**config.mk**
```make
export PLATFORM = sky130hd
export DESIGN_NAME = mem_stage
export DESIGN_NICKNAME = d
export VERILOG_FILES = /design/src/rtl/mem_stage_pkg.sv /design/src/rtl/mem_stage_load_ext.sv /design/src/rtl/mem_stage.sv
export SDC_FILE = /design/constraint.sdc
export NUM_CORES = 1
export LEC_CHECK = 0
export ABC_CLOCK_PERIOD_IN_PS = 4200
export CAP_MARGIN = 20
export CORE_UTILIZATION = 40
export CTS_CLUSTER_SIZE = 14
export DETAILED_ROUTE_END_ITERATION = 12
export MAX_ROUTING_LAYER = met4
export PLACE_DENSITY = 0.85
export SKIP_LAST_GASP = 1
export SLEW_MARGIN = 25
export SYNTH_ARGS = -nofsm -noshare
export SYNTH_HDL_FRONTEND = slang
export SYNTH_SLANG_ARGS = --single-unit
```
**constraint.sdc**
```tcl
create_clock -name clk -period 4.2 [get_ports clk]
set_input_delay 0.84 -clock clk [delete_from_list [all_inputs] [get_ports clk]]
set_output_delay 0.84 -clock clk [all_outputs]
set_load 0.02 [all_outputs]
```
**src/rtl/mem_stage_pkg.sv**
```systemverilog
// ---------------------------------------------------------------------------
// mem_stage_pkg
// Shared definitions for the MEM stage of the RV32I pipeline:
//   - pipeline status codes handed down from EX_MEM
//   - load/store op codes
//   - MEM stage FSM state encoding
//   - xfer_size(): number of bytes moved for a given load/store op
// ---------------------------------------------------------------------------
package mem_stage_pkg;

   // Status codes from EX_MEM
   localparam logic [2:0] ST_NOP    = 3'b000;
   localparam logic [2:0] ST_REG    = 3'b001;
   localparam logic [2:0] ST_STORE  = 3'b010;
   localparam logic [2:0] ST_LOAD   = 3'b011;
   localparam logic [2:0] ST_BRANCH = 3'b100;
   localparam logic [2:0] ST_JAL    = 3'b101;

   // Load/store op codes
   localparam logic [5:0] OP_LB  = 6'h20;
   localparam logic [5:0] OP_LH  = 6'h21;
   localparam logic [5:0] OP_LW  = 6'h23;
   localparam logic [5:0] OP_LBU = 6'h24;
   localparam logic [5:0] OP_LHU = 6'h25;
   localparam logic [5:0] OP_SB  = 6'h28;
   localparam logic [5:0] OP_SH  = 6'h29;
   localparam logic [5:0] OP_SW  = 6'h2B;

   typedef enum logic [1:0] {
      MEM_IDLE = 2'd0,
      MEM_XFER = 2'd1,
      MEM_WAIT = 2'd2,
      MEM_DONE = 2'd3
   } mem_state_t;

   // Bytes moved by a load/store op; anything unrecognised is a word.
   function automatic logic [2:0] xfer_size(input logic [5:0] op);
      logic [2:0] n;
      case (op)
         OP_LB, OP_LBU, OP_SB: n = 3'd1;
         OP_LH, OP_LHU, OP_SH: n = 3'd2;
         default:              n = 3'd4;
      endcase
      return n;
   endfunction

endpackage

```
**src/rtl/mem_stage_load_ext.sv**
```systemverilog
// ---------------------------------------------------------------------------
// mem_stage_load_ext
// Combinational size/sign extension of the assembled load buffer.
// Only the low N bytes of i_lbuf are used (N from the op).
// Ports:
//   i_op    in   6       load op (LB/LH/LW/LBU/LHU)
//   i_lbuf  in   DATA_W  little-endian bytes collected from the bus
//   o_data  out  DATA_W  extended writeback value
// ---------------------------------------------------------------------------
module mem_stage_load_ext
   import mem_stage_pkg::*;
#(
   parameter int DATA_W = 32
) (
   input  logic [5:0]        i_op,
   input  logic [DATA_W-1:0] i_lbuf,
   output logic [DATA_W-1:0] o_data
);

   // Select extension by op
   always_comb begin
      o_data = {DATA_W{1'b0}};
      case (i_op)
         OP_LB:   o_data = {{(DATA_W-8){i_lbuf[7]}}, i_lbuf[7:0]};
         OP_LBU:  o_data = {{(DATA_W-8){1'b0}}, i_lbuf[7:0]};
         OP_LH:   o_data = {{(DATA_W-16){i_lbuf[15]}}, i_lbuf[15:0]};
         OP_LHU:  o_data = {{(DATA_W-16){1'b0}}, i_lbuf[15:0]};
         default: o_data = i_lbuf;
      endcase
   end

endmodule

```
**src/rtl/mem_stage.sv**
```systemverilog
// ---------------------------------------------------------------------------
// mem_stage
// MEM stage of the 5-stage RV32I pipeline (between EX_MEM and MEM_WB).
// Non-memory ops pass straight through to writeback. Loads and stores are
// run byte-serially over the shared 8-bit RAM bus while stall_req_out holds
// the pipeline.
//
// Optional feature: define MEM_FORWARD_EN to add the fwd_* ports used for
// ID-stage forwarding (combinational copies of the writeback outputs).
//
// Ports:
//   clk, rst          clock, asynchronous active-high reset
//   op_in             load/store op from EX_MEM
//   status_in         000 nop, 001 reg, 010 store, 011 load, 100 branch, 101 jal
//   mem_address_in    load/store byte address
//   target_data_in    ALU/link result or store data
//   reg_address_in    destination register
//   wd_out/wreg_out/wdata_out   writeback to MEM_WB
//   stall_req_out     pipeline hold request
//   mem_req_out, mem_we_out, mem_addr_out, mem_wdata_out   byte bus master
//   mem_gnt_in        arbiter grant (a byte moves only in a granted cycle)
//   mem_rdata_in      read byte, valid the cycle after its granted read
//   fwd_wd_out/fwd_reg_out/fwd_data_out   (MEM_FORWARD_EN only)
// ---------------------------------------------------------------------------
module mem_stage
   import mem_stage_pkg::*;
#(
   parameter int ADDR_W = 32,
   parameter int DATA_W = 32
) (
   input  logic              clk,
   input  logic              rst,
   input  logic [5:0]        op_in,
   input  logic [2:0]        status_in,
   input  logic [ADDR_W-1:0] mem_address_in,
   input  logic [DATA_W-1:0] target_data_in,
   input  logic [4:0]        reg_address_in,
   output logic              wd_out,
   output logic [4:0]        wreg_out,
   output logic [DATA_W-1:0] wdata_out,
   output logic              stall_req_out,
   output logic              mem_req_out,
   output logic              mem_we_out,
   output logic [ADDR_W-1:0] mem_addr_out,
   output logic [7:0]        mem_wdata_out,
   input  logic              mem_gnt_in,
   input  logic [7:0]        mem_rdata_in
`ifdef MEM_FORWARD_EN
   ,
   output logic              fwd_wd_out,
   output logic [4:0]        fwd_reg_out,
   output logic [DATA_W-1:0] fwd_data_out
`endif
);

   mem_state_t        r_state;
   logic [2:0]        r_cnt;
   logic [DATA_W-1:0] r_lbuf;
   logic              r_rd_pend;
   logic [1:0]        r_rd_idx;

   logic [2:0]        w_size;
   logic              w_is_load;
   logic              w_is_store;
   logic              w_is_mem;
   logic [2:0]        w_cur_idx;
   logic              w_last;
   logic [DATA_W-1:0] w_ext;

   assign w_size     = xfer_size(op_in);
   assign w_is_load  = (status_in == ST_LOAD);
   assign w_is_store = (status_in == ST_STORE);
   assign w_is_mem   = w_is_load | w_is_store;

   // Byte on the bus this cycle: byte 0 while detecting in IDLE, else cnt.
   assign w_cur_idx  = (r_state == MEM_XFER) ? r_cnt : 3'd0;
   // The byte on the bus is the final one of the access.
   assign w_last     = ((w_cur_idx + 3'd1) == w_size);

   mem_stage_load_ext #(
      .DATA_W (DATA_W)
   ) u_load_ext (
      .i_op   (op_in),
      .i_lbuf (r_lbuf),
      .o_data (w_ext)
   );

   // Access FSM, byte counter and read-capture pipeline
   always_ff @(posedge clk or posedge rst) begin
      if (rst) begin
         r_state   <= MEM_IDLE;
         r_cnt     <= 3'd0;
         r_lbuf    <= {DATA_W{1'b0}};
         r_rd_pend <= 1'b0;
         r_rd_idx  <= 2'd0;
      end else begin
         // Read data arrives one cycle after its grant, independent of the
         // grant in the arrival cycle.
         r_rd_pend <= 1'b0;
         if (r_rd_pend) begin
            case (r_rd_idx)
               2'd0:    r_lbuf[7:0]   <= mem_rdata_in;
               2'd1:    r_lbuf[15:8]  <= mem_rdata_in;
               2'd2:    r_lbuf[23:16] <= mem_rdata_in;
               default: r_lbuf[31:24] <= mem_rdata_in;
            endcase
         end

         case (r_state)
            MEM_IDLE: begin
               if (w_is_mem) begin
                  if (mem_gnt_in) begin
                     r_rd_pend <= w_is_load;
                     r_rd_idx  <= 2'd0;
                     r_cnt     <= 3'd1;
                     if (w_last) begin
                        r_state <= w_is_load ? MEM_WAIT : MEM_DONE;
                     end else begin
                        r_state <= MEM_XFER;
                     end
                  end else begin
                     r_cnt   <= 3'd0;
                     r_state <= MEM_XFER;
                  end
               end else begin
                  r_cnt   <= 3'd0;
                  r_state <= MEM_IDLE;
               end
            end
            MEM_XFER: begin
               // Without a grant everything holds, keeping address/data stable.
               if (mem_gnt_in) begin
                  r_rd_pend <= w_is_load;
                  r_rd_idx  <= r_cnt[1:0];
                  r_cnt     <= r_cnt + 3'd1;
                  if (w_last) begin
                     r_state <= w_is_load ? MEM_WAIT : MEM_DONE;
                  end else begin
                     r_state <= MEM_XFER;
                  end
               end else begin
                  r_state <= MEM_XFER;
               end
            end
            MEM_WAIT: begin
               r_state <= MEM_DONE;
            end
            MEM_DONE: begin
               r_cnt   <= 3'd0;
               r_state <= MEM_IDLE;
            end
            default: begin
               r_cnt   <= 3'd0;
               r_state <= MEM_IDLE;
            end
         endcase
      end
   end

   // Output decode; everything is forced low while reset is asserted
   always_comb begin
      wd_out        = 1'b0;
      wreg_out      = 5'd0;
      wdata_out     = {DATA_W{1'b0}};
      stall_req_out = 1'b0;
      mem_req_out   = 1'b0;
      mem_we_out    = 1'b0;
      mem_addr_out  = {ADDR_W{1'b0}};
      mem_wdata_out = 8'd0;
      if (rst) begin
         wd_out = 1'b0;
      end else begin
         case (r_state)
            MEM_IDLE, MEM_XFER: begin
               if (w_is_mem) begin
                  stall_req_out = 1'b1;
                  mem_req_out   = 1'b1;
                  mem_we_out    = w_is_store;
                  mem_addr_out  = mem_address_in + {{(ADDR_W-3){1'b0}}, w_cur_idx};
                  if (w_is_store) begin
                     case (w_cur_idx[1:0])
                        2'd0:    mem_wdata_out = target_data_in[7:0];
                        2'd1:    mem_wdata_out = target_data_in[15:8];
                        2'd2:    mem_wdata_out = target_data_in[23:16];
                        default: mem_wdata_out = target_data_in[31:24];
                     endcase
                  end else begin
                     mem_wdata_out = 8'd0;
                  end
               end else if ((r_state == MEM_IDLE) &&
                            ((status_in == ST_REG) || (status_in == ST_JAL))) begin
                  wd_out    = 1'b1;
                  wreg_out  = reg_address_in;
                  wdata_out = target_data_in;
               end else begin
                  wd_out = 1'b0;
               end
            end
            MEM_WAIT: begin
               stall_req_out = 1'b1;
            end
            MEM_DONE: begin
               if (w_is_load) begin
                  wd_out    = 1'b1;
                  wreg_out  = reg_address_in;
                  wdata_out = w_ext;
               end else begin
                  wd_out = 1'b0;
               end
            end
            default: begin
               wd_out = 1'b0;
            end
         endcase
      end
   end

`ifdef MEM_FORWARD_EN
   assign fwd_wd_out   = wd_out;
   assign fwd_reg_out  = wreg_out;
   assign fwd_data_out = wdata_out;
`endif

endmodule

```
==> impl_metrics.toml <==
[placed_design]
gp_congestion = 0.900
place_area_um2 = 5330
dp_hpwl_mm = 10.3
io_buffers = 169

[sta]
rsz0062_at_grt = "false"
slew-limit-headroom = 0.553
finalSetupTns_ns = 0
slew_viol_final = 0
timing.final.crit_share = 0.976
max_freq_mhz = 244
tightest_slew_ns = 0.671
final_hold_viol_count = 0
min_period_ns = 4.10
skew_ns = 0.0131
finalSetupViolCount = 0

[floorplanning]
dieArea_um2 = 9010
start_util = 0.416
core_area_um2 = 8300
rows = 33
io_pins = 170
die_h_um = 94.9
die_w_um = 94.9

[job]
drv_cap = 0

[grt]
grt-ovfl-total = 0
grt_pass1_wl_mm = 19.5
gr-usage-all-layers = 0.290
antenna_found_initial = 0
grt_max_degree = 28
grt_pass1_vias = 3981

[synth]
synth_commonest_cells = "nor2_1, nand2_1, dfrtp_1, mux2_2, a21oi_1"
syn_area_um2 = 3450
synth.top_cell.area_share = 0.290
synth_async_sr_flop_share = 1.00
synth.net_count = 512
ys_ff_latch = 40
avgSynthCellArea_um2 = 8.34
ys.flop_type = "dfrtp_1"
yosysWarnings = 0
synthCells = 414
yosysTopAreaCell = "dfrtp_1"
synth_area_leaders = "dfrtp_1, mux2_2, nor2_1"
synth_cell_types = 57
yosysSeqAreaShare = 0.290
synth_edf_count = 0
synth_most_common_cell = "nor2_1"

[detailed_routing]
drt_iter0_drc = 228
via_per_inst = 5.72
routed_wl_mm = 12.6
drc_errors = 0
wl_per_cell_um = 18.1
drtAntennaViolNets = 0
vias = 3972
drtPass1Iterations = 5

[pwr]
p_per_area_nw_per_um2 = 367
internal-power_mw = 1.20
p_leak_nw = 2.25
power_switching_mw = 0.795
switching_share = 0.398
pwr-share-clk = 0.140
seqPwrFrac = 0.335
combinationalPowerShare = 0.525
ir_worst_vdd_mv = 0.331

[clocking]
cts_setup_buffers = 0
h-tree-depth = 2
numCtsBuffers = 5
cts_hold_buf = 0
cts_sinks = 40
clkTransAtPathRegs_ns = 0.08
clock_path_buffers = 2
root_buffer = "clkbuf_8"
cts_tree = "built"
clkLatencyLatePin_ns = 0.31

[worst_setup_path]
r2r-end = "r_state[0]"
crit_slowest_cell = "clkdlybuf4s50_1"
start_kind = "input port"
rrSetupSlack_ns = 1.84
crit_path_max_incr_delay_ns = 0.61
setup.worst_path.class = "input port to primary output"
reg2reg_depth = 8
required_ns = 3.36
crit_chain = "clkdlybuf4s50_1 -> ha_1 -> buf_4 -> a211oi_1 -> nor3_2 -> buf_4 -> buf_4 -> nand4_1 -> xor2_1 -> nor2_1 -> clkdlybuf4s50_1"
cp-end-kind = "primary output"
crit-reg2reg-launch = "r_state[1]"
crit_fanout = 8
path_common_cell = "buf_4"
arrival_ns = 3.26

[hold_path]
holdCritPathClass = "flop to flop"
whs_endpoint = "r_lbuf[20]"
hold_start = "r_lbuf[20]"
hold_depth = 1

[layout]
stdcell_area_um2 = 5440
drive_above_1_share = 0.137
syn_to_final_growth_pct = 57.5
num_antenna_cells = 0
fin_nets = 687

[outcome]
outcome = "completed"
layout make-up:
class	count	area, µm²
multi-input cells	342	2310
repair buffers	191	1860
inverters	9	33.8
fillers	672	2860
clock inverters	2	15.0
clock buffers	6	82.6
flip-flops and latches	40	1000
well taps	105	131
state kept, by name (all words and copies together) (netlist names):
name	flops
r_lbuf	32
r_rd_idx	2
r_rd_pend	1
r_cnt	3
r_state	2
metrics by stage:
step           std cells  worst slack [ns]  utilization  power (mW)  hold WS [ns]
2_1_floorplan        414             0.417            -        1.33         0.473
3_3_place_gp         687            0.0337        0.643        1.65         0.481
3_5_place_dp         687           -0.0742        0.643        1.71         0.488
4_1_cts              695           0.00340        0.653        1.99         0.506
5_1_grt              695           0.00910        0.655        2.16         0.522
6_report             695            0.0991        0.655        2.00         0.506
worst max-delay path by stage:
stage | cells after the start | start | end | slack, ns
after global placement | 11 | mem_address_in[0] | mem_addr_out[26] | 0.03
after global routing | 11 | mem_address_in[0] | mem_addr_out[19] | 0.009
after floorplan | 4 | rst | wdata_out[10] | 0.42
after CTS | 11 | mem_address_in[0] | mem_addr_out[28] | 0.003
final | 11 | mem_address_in[0] | mem_addr_out[13] | 0.1
after detailed placement | 11 | mem_address_in[0] | mem_addr_out[26] | -0.07
repair_timing:
action	in CTS	in global routing
setup endpoints to repair	9	9
gates cloned	0	0
hold endpoints to repair	0	0
gates resized for setup	9	8
critical path: cells and delay by family:
kind | cells | cell delay (ns)
compound gates | 1 | 0.30
xor+xnor | 1 | 0.07
fa+ha+maj | 1 | 0.25
buf+inv | 5 | 1.53
simple gates | 3 | 0.26
layer usage:
| layer | wire (µm) | share of wire | GRT usage |
|---|---|---|---|
| met2 | 6400 | 0.51 | 0.499 |
| met3 | 1040 | 0.083 | 0.0580 |
| met1 | 4730 | 0.38 | 0.330 |
| met4 | 388 | 0.031 | 0.115 |
| met5 | 0 | 0 | - |
cells by family (layout without fill, tap and decap cells):
family / after synthesis / in the layout / share of synthesized area
AND/OR/NAND/NOR: 175 / 175 / 0.276
AO/OA/AOI/OAI: 96 / 96 / 0.177
flip-flops: 40 / 40 / 0.290
multiplexers: 33 / 33 / 0.107
buffers and inverters: 32 / 208 / 0.0413
XOR/XNOR: 29 / 29 / 0.0735
adder cells (fa/ha/maj): 9 / 9 / 0.0348
cell usage in the layout, fill, tap and decap left out, drive strengths merged, types with 2 or more instances in the layout:
cell type,count
a211oi,2
a21oi,30
a222oi,8
a22o,8
a22oi,8
a32o,3
and2,11
and3,4
and4,5
buf,22
clkbuf,6
clkdlybuf4s50,153
clkinvlp,2
dfrtp,40
dlygate4sd2,9
dlymetal6s2s,7
ha,8
inv,9
mux2,32
nand2,44
nand2b,5
nand3,14
nand3b,3
nand4,12
nor2,59
nor2b,3
nor3,3
nor3b,3
nor4b,2
o211ai,2
o21ai,30
or3,2
or4,2
xnor2,6
xor2,23
power groups by stage:
stage / logic [mW] / registers (mW) / clock network, mW
detailed placement: 1.04 / 0.675 / 0
finish: 1.05 / 0.670 / 0.280
CTS: 1.04 / 0.668 / 0.281
floorplan: 0.690 / 0.635 / 0
global route: 1.17 / 0.693 / 0.298
global placement: 0.994 / 0.658 / 0
No activity file was read; power rests on OpenSTA's default activity.
